===== src/rtl/ps2_key_tracker_pkg.sv =====
`default_nettype none
// ============================================================================
//  Module      : ps2_pkg
//  Description : Shared constants, state encoding and helpers for the PS/2
//                set-2 key tracker and its history buffer.
//  Revision    : 1.0  initial release
// ============================================================================
package ps2_pkg;

    // Set-2 protocol bytes
    localparam logic [7:0] SC_BREAK = 8'hF0;
    localparam logic [7:0] SC_EXT   = 8'hE0;
    localparam logic [7:0] SC_ERR0  = 8'h00;
    localparam logic [7:0] SC_ERR1  = 8'hFF;

    // Sequence tracker states, one-hot
    typedef enum logic [3:0] {
        ST_IDLE    = 4'b0001,
        ST_EXT     = 4'b0010,
        ST_BRK     = 4'b0100,
        ST_BRK_EXT = 4'b1000
    } state_e;

    // 00 and FF are keyboard error/overrun codes, never valid key codes
    function automatic logic is_err_code(input logic [7:0] b);
        return (b == SC_ERR0) || (b == SC_ERR1);
    endfunction

endpackage
`default_nettype wire


===== src/rtl/ps2_key_hist.sv =====
`default_nettype none
// ============================================================================
//  Module      : ps2_key_hist
//  Description : Circular history of the most recent DEPTH pushed entries
//                with an age-indexed combinational read port.
//  Ports       : clk, rst (async active-low)
//                push_i  - write data_i at the write pointer
//                data_i  - entry to store
//                idx_i   - age select, 0 = most recent push
//                data_o  - selected entry, 0 if not yet written
//  Revision    : 1.0  initial release
// ============================================================================
module ps2_key_hist #(
    parameter int DEPTH = 4,
    parameter int W     = 9
) (
    input  logic                     clk,
    input  logic                     rst,
    input  logic                     push_i,
    input  logic [W-1:0]             data_i,
    input  logic [$clog2(DEPTH)-1:0] idx_i,
    output logic [W-1:0]             data_o
);

    localparam int IW = $clog2(DEPTH);
    localparam logic [IW:0] FULL = (IW+1)'(DEPTH);

    logic [W-1:0]  mem_q [DEPTH];
    logic [IW-1:0] wptr_q;
    logic [IW:0]   count_q;

    logic [IW-1:0] rd_ptr;
    logic          rd_valid;

    always_ff @(posedge clk or negedge rst) begin
        if (!rst) begin
            for (int i = 0; i < DEPTH; i++) begin
                mem_q[i] <= '0;
            end
            wptr_q  <= '0;
            count_q <= '0;
        end else if (push_i) begin
            mem_q[wptr_q] <= data_i;
            wptr_q        <= wptr_q + IW'(1);
            if (count_q != FULL) begin
                count_q <= count_q + (IW+1)'(1);
            end
        end
    end

    // DEPTH is a power of two, so the pointer arithmetic wraps by itself
    always_comb begin
        rd_ptr   = wptr_q - IW'(1) - idx_i;
        rd_valid = ({1'b0, idx_i} < count_q);
        data_o   = rd_valid ? mem_q[rd_ptr] : '0;
    end

endmodule
`default_nettype wire


===== src/rtl/ps2_key_tracker.sv =====
`default_nettype none
// ============================================================================
//  Module      : ps2_key_tracker
//  Description : Tracks PS/2 set-2 make / break / extended sequences from
//                decoded bytes. Produces held-key state, press / repeat /
//                release pulses, a wrapping press counter, a history of
//                recent presses and a stalled-sequence timeout.
//  Ports       : clk, rst (async active-low)
//                ps2_data/ps2_valid - received byte and its strobe
//                cnt_clr            - synchronous clear of press_cnt
//                hist_idx           - history age select
//                key_code/key_ext/key_down - last pressed key and held flag
//                press_pulse/repeat_pulse/release_pulse/seq_err - pulses
//                rel_code           - {ext, code} of last release
//                press_cnt          - press count modulo 2^CNT_W
//                hist_code          - {ext, code} of selected history entry
//  Revision    : 1.0  initial release
// ============================================================================
module ps2_key_tracker
    import ps2_pkg::*;
#(
    parameter int CNT_W      = 8,
    parameter int HIST_DEPTH = 4,
    parameter int TIMEOUT    = 1000000,
    parameter bit EXT_EN     = 1'b1
) (
    input  logic                          clk,
    input  logic                          rst,
    input  logic [7:0]                    ps2_data,
    input  logic                          ps2_valid,
    input  logic                          cnt_clr,
    input  logic [$clog2(HIST_DEPTH)-1:0] hist_idx,
    output logic [7:0]                    key_code,
    output logic                          key_ext,
    output logic                          key_down,
    output logic                          press_pulse,
    output logic                          repeat_pulse,
    output logic                          release_pulse,
    output logic [8:0]                    rel_code,
    output logic                          seq_err,
    output logic [CNT_W-1:0]              press_cnt,
    output logic [8:0]                    hist_code
);

    localparam int              TO_W    = $clog2(TIMEOUT + 1);
    localparam logic [TO_W-1:0] TO_LAST = TO_W'(TIMEOUT - 1);

    state_e            state_q,   state_d;
    logic [TO_W-1:0]   to_q,      to_d;
    logic [7:0]        code_q,    code_d;
    logic              ext_q,     ext_d;
    logic              down_q,    down_d;
    logic              press_q,   press_d;
    logic              rep_q,     rep_d;
    logic              rel_q,     rel_d;
    logic [8:0]        relc_q,    relc_d;
    logic              err_q,     err_d;
    logic [CNT_W-1:0]  cnt_q,     cnt_d;

    // Decoded action for the current byte
    logic              do_press;
    logic              do_release;
    logic              act_ext;
    logic              same_key;
    logic              hist_push;

    // ------------------------------------------------------------------
    // Sequence FSM: next state and action decode
    // ------------------------------------------------------------------
    always_comb begin
        state_d    = state_q;
        to_d       = to_q;
        err_d      = 1'b0;
        do_press   = 1'b0;
        do_release = 1'b0;
        act_ext    = 1'b0;

        if (ps2_valid) begin
            // Any byte restarts the stall timer, including one landing on
            // the expiry cycle.
            to_d = '0;
            case (state_q)
                ST_IDLE: begin
                    if (ps2_data == SC_BREAK) begin
                        state_d = ST_BRK;
                    end else if (EXT_EN && (ps2_data == SC_EXT)) begin
                        state_d = ST_EXT;
                    end else if (is_err_code(ps2_data)) begin
                        err_d = 1'b1;
                    end else begin
                        do_press = 1'b1;
                    end
                end
                ST_EXT: begin
                    if (ps2_data == SC_BREAK) begin
                        state_d = ST_BRK_EXT;
                    end else if (ps2_data == SC_EXT) begin
                        // Repeated E0 prefix is harmless
                        state_d = ST_EXT;
                    end else if (is_err_code(ps2_data)) begin
                        err_d   = 1'b1;
                        state_d = ST_IDLE;
                    end else begin
                        do_press = 1'b1;
                        act_ext  = 1'b1;
                        state_d  = ST_IDLE;
                    end
                end
                ST_BRK, ST_BRK_EXT: begin
                    state_d = ST_IDLE;
                    if (is_err_code(ps2_data) || (ps2_data == SC_BREAK) ||
                        (ps2_data == SC_EXT)) begin
                        err_d = 1'b1;
                    end else begin
                        do_release = 1'b1;
                        act_ext    = (state_q == ST_BRK_EXT);
                    end
                end
                default: begin
                    state_d = ST_IDLE;
                end
            endcase
        end else if (state_q != ST_IDLE) begin
            if (to_q == TO_LAST) begin
                err_d   = 1'b1;
                state_d = ST_IDLE;
                to_d    = '0;
            end else begin
                to_d = to_q + TO_W'(1);
            end
        end else begin
            to_d = '0;
        end
    end

    // ------------------------------------------------------------------
    // Key state, pulses and counter
    // ------------------------------------------------------------------
    always_comb begin
        code_d    = code_q;
        ext_d     = ext_q;
        down_d    = down_q;
        press_d   = 1'b0;
        rep_d     = 1'b0;
        rel_d     = 1'b0;
        relc_d    = relc_q;
        cnt_d     = cnt_q;
        hist_push = 1'b0;

        same_key = ({ext_q, code_q} == {act_ext, ps2_data});

        if (do_press) begin
            if (down_q && same_key) begin
                // Typematic repeat of the held key: no count, no history
                rep_d = 1'b1;
            end else begin
                code_d    = ps2_data;
                ext_d     = act_ext;
                down_d    = 1'b1;
                press_d   = 1'b1;
                hist_push = 1'b1;
                cnt_d     = cnt_q + CNT_W'(1);
            end
        end

        if (do_release) begin
            rel_d  = 1'b1;
            relc_d = {act_ext, ps2_data};
            // Releasing some other key leaves the held key untouched
            if (same_key) begin
                down_d = 1'b0;
            end
        end

        if (cnt_clr) begin
            cnt_d = '0;
        end
    end

    always_ff @(posedge clk or negedge rst) begin
        if (!rst) begin
            state_q <= ST_IDLE;
            to_q    <= '0;
            code_q  <= '0;
            ext_q   <= 1'b0;
            down_q  <= 1'b0;
            press_q <= 1'b0;
            rep_q   <= 1'b0;
            rel_q   <= 1'b0;
            relc_q  <= '0;
            err_q   <= 1'b0;
            cnt_q   <= '0;
        end else begin
            state_q <= state_d;
            to_q    <= to_d;
            code_q  <= code_d;
            ext_q   <= ext_d;
            down_q  <= down_d;
            press_q <= press_d;
            rep_q   <= rep_d;
            rel_q   <= rel_d;
            relc_q  <= relc_d;
            err_q   <= err_d;
            cnt_q   <= cnt_d;
        end
    end

    // ------------------------------------------------------------------
    // Press history
    // ------------------------------------------------------------------
    ps2_key_hist #(
        .DEPTH (HIST_DEPTH),
        .W     (9)
    ) u_hist (
        .clk    (clk),
        .rst    (rst),
        .push_i (hist_push),
        .data_i ({act_ext, ps2_data}),
        .idx_i  (hist_idx),
        .data_o (hist_code)
    );

    assign key_code      = code_q;
    assign key_ext       = ext_q;
    assign key_down      = down_q;
    assign press_pulse   = press_q;
    assign repeat_pulse  = rep_q;
    assign release_pulse = rel_q;
    assign rel_code      = relc_q;
    assign seq_err       = err_q;
    assign press_cnt     = cnt_q;

endmodule
`default_nettype wire


===== config.mk =====
export PLATFORM = sky130hd
export DESIGN_NAME = ps2_key_tracker
export DESIGN_NICKNAME = d
export VERILOG_FILES = /design/src/rtl/ps2_key_tracker_pkg.sv /design/src/rtl/ps2_key_hist.sv /design/src/rtl/ps2_key_tracker.sv
export SDC_FILE = /design/constraint.sdc
export NUM_CORES = 1
export LEC_CHECK = 0
export ABC_AREA = 1
export CORE_ASPECT_RATIO = 1.4
export CORE_UTILIZATION = 51
export DETAILED_ROUTE_END_ITERATION = 6
export HOLD_SLACK_MARGIN = 0.05
export PLACE_DENSITY = 0.77
export RECOVER_POWER = 25
export SLEW_MARGIN = 5
export SYNTH_ARGS = -nofsm -noshare
export SYNTH_HDL_FRONTEND = slang
export SYNTH_SLANG_ARGS = --single-unit

===== constraint.sdc =====
create_clock -name clk -period 1.9 [get_ports clk]
set_input_delay 0.19 -clock clk [delete_from_list [all_inputs] [get_ports clk]]
set_output_delay 0.19 -clock clk [all_outputs]
set_load 0.02 [all_outputs]

# Word-level counts from Yosys, hierarchy flattened

Index checks and enable logic that the tools add are counted.

Reduce and logical (&&, ||, !) cells: 15
Magnitude comparators: 4
Mux-type cells: 49
Bitwise logic cells: 3
Add/sub/neg operators: 6
Equality and inequality tests: 13

Operator list:

| cell                  | number |
|---|---|
| $mux 20               | 3 |
| $bwmux 36             | 1 |
| $mux 9                | 4 |
| $mux 1                | 26 |
| $eq 8x8->1 const B    | 3 |
| $mux 4                | 6 |
| $mux 8                | 3 |
| $add 20x1->20 const B | 1 |
| $eq 20x20->1 const B  | 1 |
| $bmux 9 s2            | 1 |
| $demux 9 s2           | 1 |
| $eq 9x9->1            | 1 |
| $add 8x1->8 const B   | 1 |
| $logic_not 8->1       | 1 |
| $pmux 4 s2            | 1 |
| $ge 3x3->1 const B    | 2 |
| $not 2->3             | 2 |
| $reduce_and 2->1      | 3 |
| $reduce_bool 2->1     | 3 |
| $eq 4x1->1 const B    | 1 |
| $eq 4x2->1 const B    | 1 |
| $eq 4x3->1 const B    | 1 |
| $eq 4x4->1 const B    | 1 |
| $ne 4x1->1 const B    | 1 |
| other kinds (16)      | 21 |

Bits of input ports: 14
Word-level logic and storage cells: 107
Register bits after elaboration: 96
Output and inout bits: 40

# Logic depth before layout (Yosys ltp)

Word-level depth: 13
Mapped depth: 15

# Modules after synthesis

Synthesis repeated with hierarchy kept, for this count alone.

Cell total of the unflattened synthesis: 597
Area total of the unflattened synthesis: 5043.6 um^2

Modules (own cells, without submodules):

| module          | instances | area each (um^2) | cells each |
|---|---|---|---|
| ps2_key_tracker | 1         | 2929.1           | 331 |
| ps2_key_hist    | 1         | 2114.5           | 266 |

# Worst setup path before layout

OpenSTA, ideal clock, no wires.

Kind: register -> output
Start point: register u_hist.wptr_q[0]
End point: output port hist_code[7]
Data arrival time: 2.031 ns
Stages on the path, launching flop included: 7
Slack: -0.321 ns
Data required time: 1.710 ns
Path buffers: 1
Path through: dfrtp_1 ha_1 xnor2_1 xnor2_1 buf_2 nor2_1 a311oi_1

Longest elaborated chain between the ends: 7

Ends and longest elaborated chain:

| element                                   | line                  | RTL |
|---|---|---|
| from (decl)                               | ps2_key_hist.sv:29    | `logic [IW-1:0] wptr_q;` |
| from (signal assigned)                    | ps2_key_hist.sv:44    | `wptr_q <= wptr_q + IW'(1);` |
| $sub 2x1->2                               | ps2_key_hist.sv:53    | `rd_ptr = wptr_q - IW'(1) - idx_i;` |
| $sub 2x2->2                               | ps2_key_hist.sv:53    |  |
| $not 2->3 (implied by the code)           | ps2_key_hist.sv:55    | `data_o = rd_valid ? mem_q[rd_ptr] : '0;` |
| $bmux 9 s2                                | ps2_key_hist.sv:55    |  |
| $mux 9 (implied by the code) (2 in a row) | ps2_key_hist.sv:55    |  |
| $mux 9                                    | ps2_key_hist.sv:55    |  |
| to (decl)                                 | ps2_key_tracker.sv:42 | `output logic [8:0] hist_code` |

No other way between the ends. The select of a mux whose other input is x is not followed.

# Worst setup path in the final report

Start point: register u_hist.wptr_q[0]
End point: output port hist_code[8]

The elaborated chain is that of the path after synthesis.

==> flow_summary.yaml <==
run_status:
  status: "finished with violations"
  violations: "negative setup slack"
setup_path:
  crit_top_cell: "xnor2_4"
  crit_buf_inv: 2
  crit_path_end_kind: "output port"
  crit_type: "register to output port"
  crit_fanout: 4
  critPathLaunchType: "register"
  cp_top_family: "flip-flops"
  critPathMaxStageDelay_ps: 430
  cp_slowest_cell: "dfrtp_1"
  cp_data_required_time_ps: 1710
  arrival_ps: 1990
  crit_chain: "ha_4 > xnor2_4 > xnor2_4 > clkbuf_16 > nor2_1 > a311oi_2 > buf_4"
logic_synthesis:
  syn-num-nets: 644
  synthCells: 620
  synth-seq-cells: 96
  syn_area_per_cell_um2: 8.14
  yosysTopAreaCellShare_pct: 47.1
  ys_top_cells_by_area: "dfrtp_1 (47%), nand2_1 (14%), nand4_1 (7.3%), nor2_1 (4.0%), inv_1 (3.7%)"
  syn-cell-area_um2: 5050
  synth_cell_types: 34
  synth_top_area_cell: "dfrtp_1"
  yosysWarnings: 0
  ys_seq_area_share_pct: 47.6
clock_tree:
  cts.sinks: 96
  cts_tree: "yes"
  htreeDepth: 3
  clock_latency_ps: 350
  cts.clk_slew.worst_paths_ps: 60
  clk_path_buf_depth: 2
  numCtsBuffers: 9
  clock-root-buffer: "clkbuf_16"
routing:
  dr.max_layer_used: "met4"
  met3WireLength_um: 613
  vias: 4782
  drtPass1Iterations: 5
  vias_per_cell: 5.54
  drtIter0Drc: 442
  routed-wl-met2_um: 7720
  routed_wl_um: 14000
  drtAntennaViolNets: 0
  wl_per_cell_um: 16.2
  met1Wirelength_um: 5250
  drc: 0
timing:
  tightest_slew_ps: 695
  grt_setup_unrepaired: "true"
  fin_ws_ps: -277
  fin_crit_sh_pct: 115
  slew_violations: 0
  layout_min_cycle_time_ps: 2180
  hold_viol: 0
  max_freq_ghz: 0.459
  setup_violations: 9
  skew_ps: 6.35
  relSlewSlack_pct: 53.7
run:
  drv_cap: 0
floorplan:
  die_x_um: 86.1
  ios: 54
  core_um2: 9510
  start_util_pct: 53.1
  row_count: 42
  dieArea_um2: 10300
  dieHeight_um: 120
final_layout:
  num-nets-final: 750
  drive_gt1_share_pct: 20.4
  syn2layout_area_growth_pct: 35.8
  fin_util_pct: 72.1
place:
  gp_congestion: 0.857
  pre_cts_ws_ps: -663
  hpwl_um: 9190
  numPortBuffers: 53
global_route:
  grt_antenna_before_repair: 1
  grt-ovfl-total: 0
  grt_pass1_vias: 4610
  groute.usage.overall_pct: 26.8
  grt_max_degree: 52
  grt_pass1_wl_um: 21300
power_and_ir_drop:
  p_leak_nw: 3.29
  power_density_nw_per_um2: 1470
  ir_drop_mv: 0.650
worst_hold_path:
  min_path_type: "input port to register"
path summary, 6_finish.rpt:
| path | start | end | slack (ps) | depth (start not counted) |
|---|---|---|---|---|
| worst max-delay path | u_hist.wptr_q[0] | hist_code[8] | -280 | 7 |
| worst min-delay path | ps2_data[5] | key_code[5] | 270 | 3 |
| worst max register to register | state_q[2] | u_hist.count_q[0] | 50 | 9 |
| worst min register to register | to_q[0] | to_q[0] | 460 | 1 |
| max in group asynchronous | rst | repeat_pulse | 250 | 3 |
| min in group asynchronous | rst | rel_code[2] | 440 | 2 |
tightest hold or removal path, cell delays in order:
cell            delay [ps]
dlymetal6s2s_1         190
inv_1                  110
o21ai_0                 80
registers in the layout (all words and copies together) (netlist names):
name            count
key_code            8
key_ext             1
u_hist.mem_q       36
key_down            1
repeat_pulse        1
seq_err             1
state_q             4
u_hist.count_q      3
press_cnt           8
u_hist.wptr_q       2
to_q               20
release_pulse       1
rel_code            9
press_pulse         1
cells in the mapped netlist, drive strengths merged:
cell type	instances
nand2	197
dfrtp	95
nand4	60
nor2	56
inv	51
o21ai	30
nand3	28
buf	25
xnor2	15
ha	10
a311oi	9
clkbuf	9
nor3	9
a21oi	8
xor2	8
o21a	2
o311ai	2
a211oi	1
a31oi	1
clkinv	1
dfstp	1
nor3b	1
nor4	1
layer usage:
metal  track usage (%)  vias to the layer above
met5                 0                        -
met4              10.8                        0
met3              4.75                       40
met2              48.7                      165
met1              30.5                     2315
li1                  -                     2262
cells in the final DEF (no fill, tap or decap), types with 11 or more instances in the layout:
cell	instances
nand4_1	59
nand3_1	21
o21ai_0	29
xnor2_1	13
buf_4	64
nor2_2	11
clkbuf_16	14
dfrtp_1	95
nor2_1	41
clkdlybuf4s50_1	38
inv_1	50
nand2_1	191
power breakdown:
part | switching, mW | total [mW] | internal, mW | leakage, nW
combinational | 2.68 | 5.00 | 2.33 | 1.89
clock | 0.758 | 1.90 | 1.14 | 0.147
sequential | 0.479 | 3.14 | 2.66 | 1.26
cell type report:
type / count / area [µm²]
clock inverter: 6 / 85.1
fill: 662 / 2660
timing repair buffer: 127 / 1280
multi-input combinational: 440 / 2490
clock buffer: 9 / 225
tap: 132 / 165
inverter: 52 / 196
antenna: 1 / 2.50
sequential: 96 / 2400
per-stage QoR:
stage	setup TNS [ps]	cell area, µm²	power, mW	hold WS, ps	std cells
6_report	-2160	6860	10.0	270	863
5_1_grt	-3210	6860	10.6	305	863
4_1_cts	-1920	6550	9.49	339	850
3_5_place_dp	-25160	6200	7.51	135	832
3_3_place_gp	-21550	6200	7.35	132	832
2_1_floorplan	0	5150	5.66	-106	620
timing repair:
| item | CTS | global route |
|---|---|---|
| gates resized for setup | 53 | 29 |
| hold endpoints to repair | 25 | 0 |
| cloned | 0 | 7 |
| pin swaps | 0 | 7 |
| endpoints found under the setup margin | 46 | 91 |
| setup buffers | 2 | 5 |
| hold buffers | 1 | 0 |
logic make-up (layout without fill, tap and decap cells):
| kind of cell | Yosys count | in the layout | synth area share (%) |
|---|---|---|---|
| compound gates | 53 | 53 | 6.47 |
| fa+ha+maj | 10 | 10 | 2.48 |
| buf+inv | 86 | 194 | 8.15 |
| flops | 96 | 96 | 47.6 |
| xor+xnor | 23 | 23 | 3.99 |
| other cells | 0 | 1 | 0 |
| simple gates | 352 | 354 | 31.3 |
Note: power is estimated with default switching activity, not from simulation.
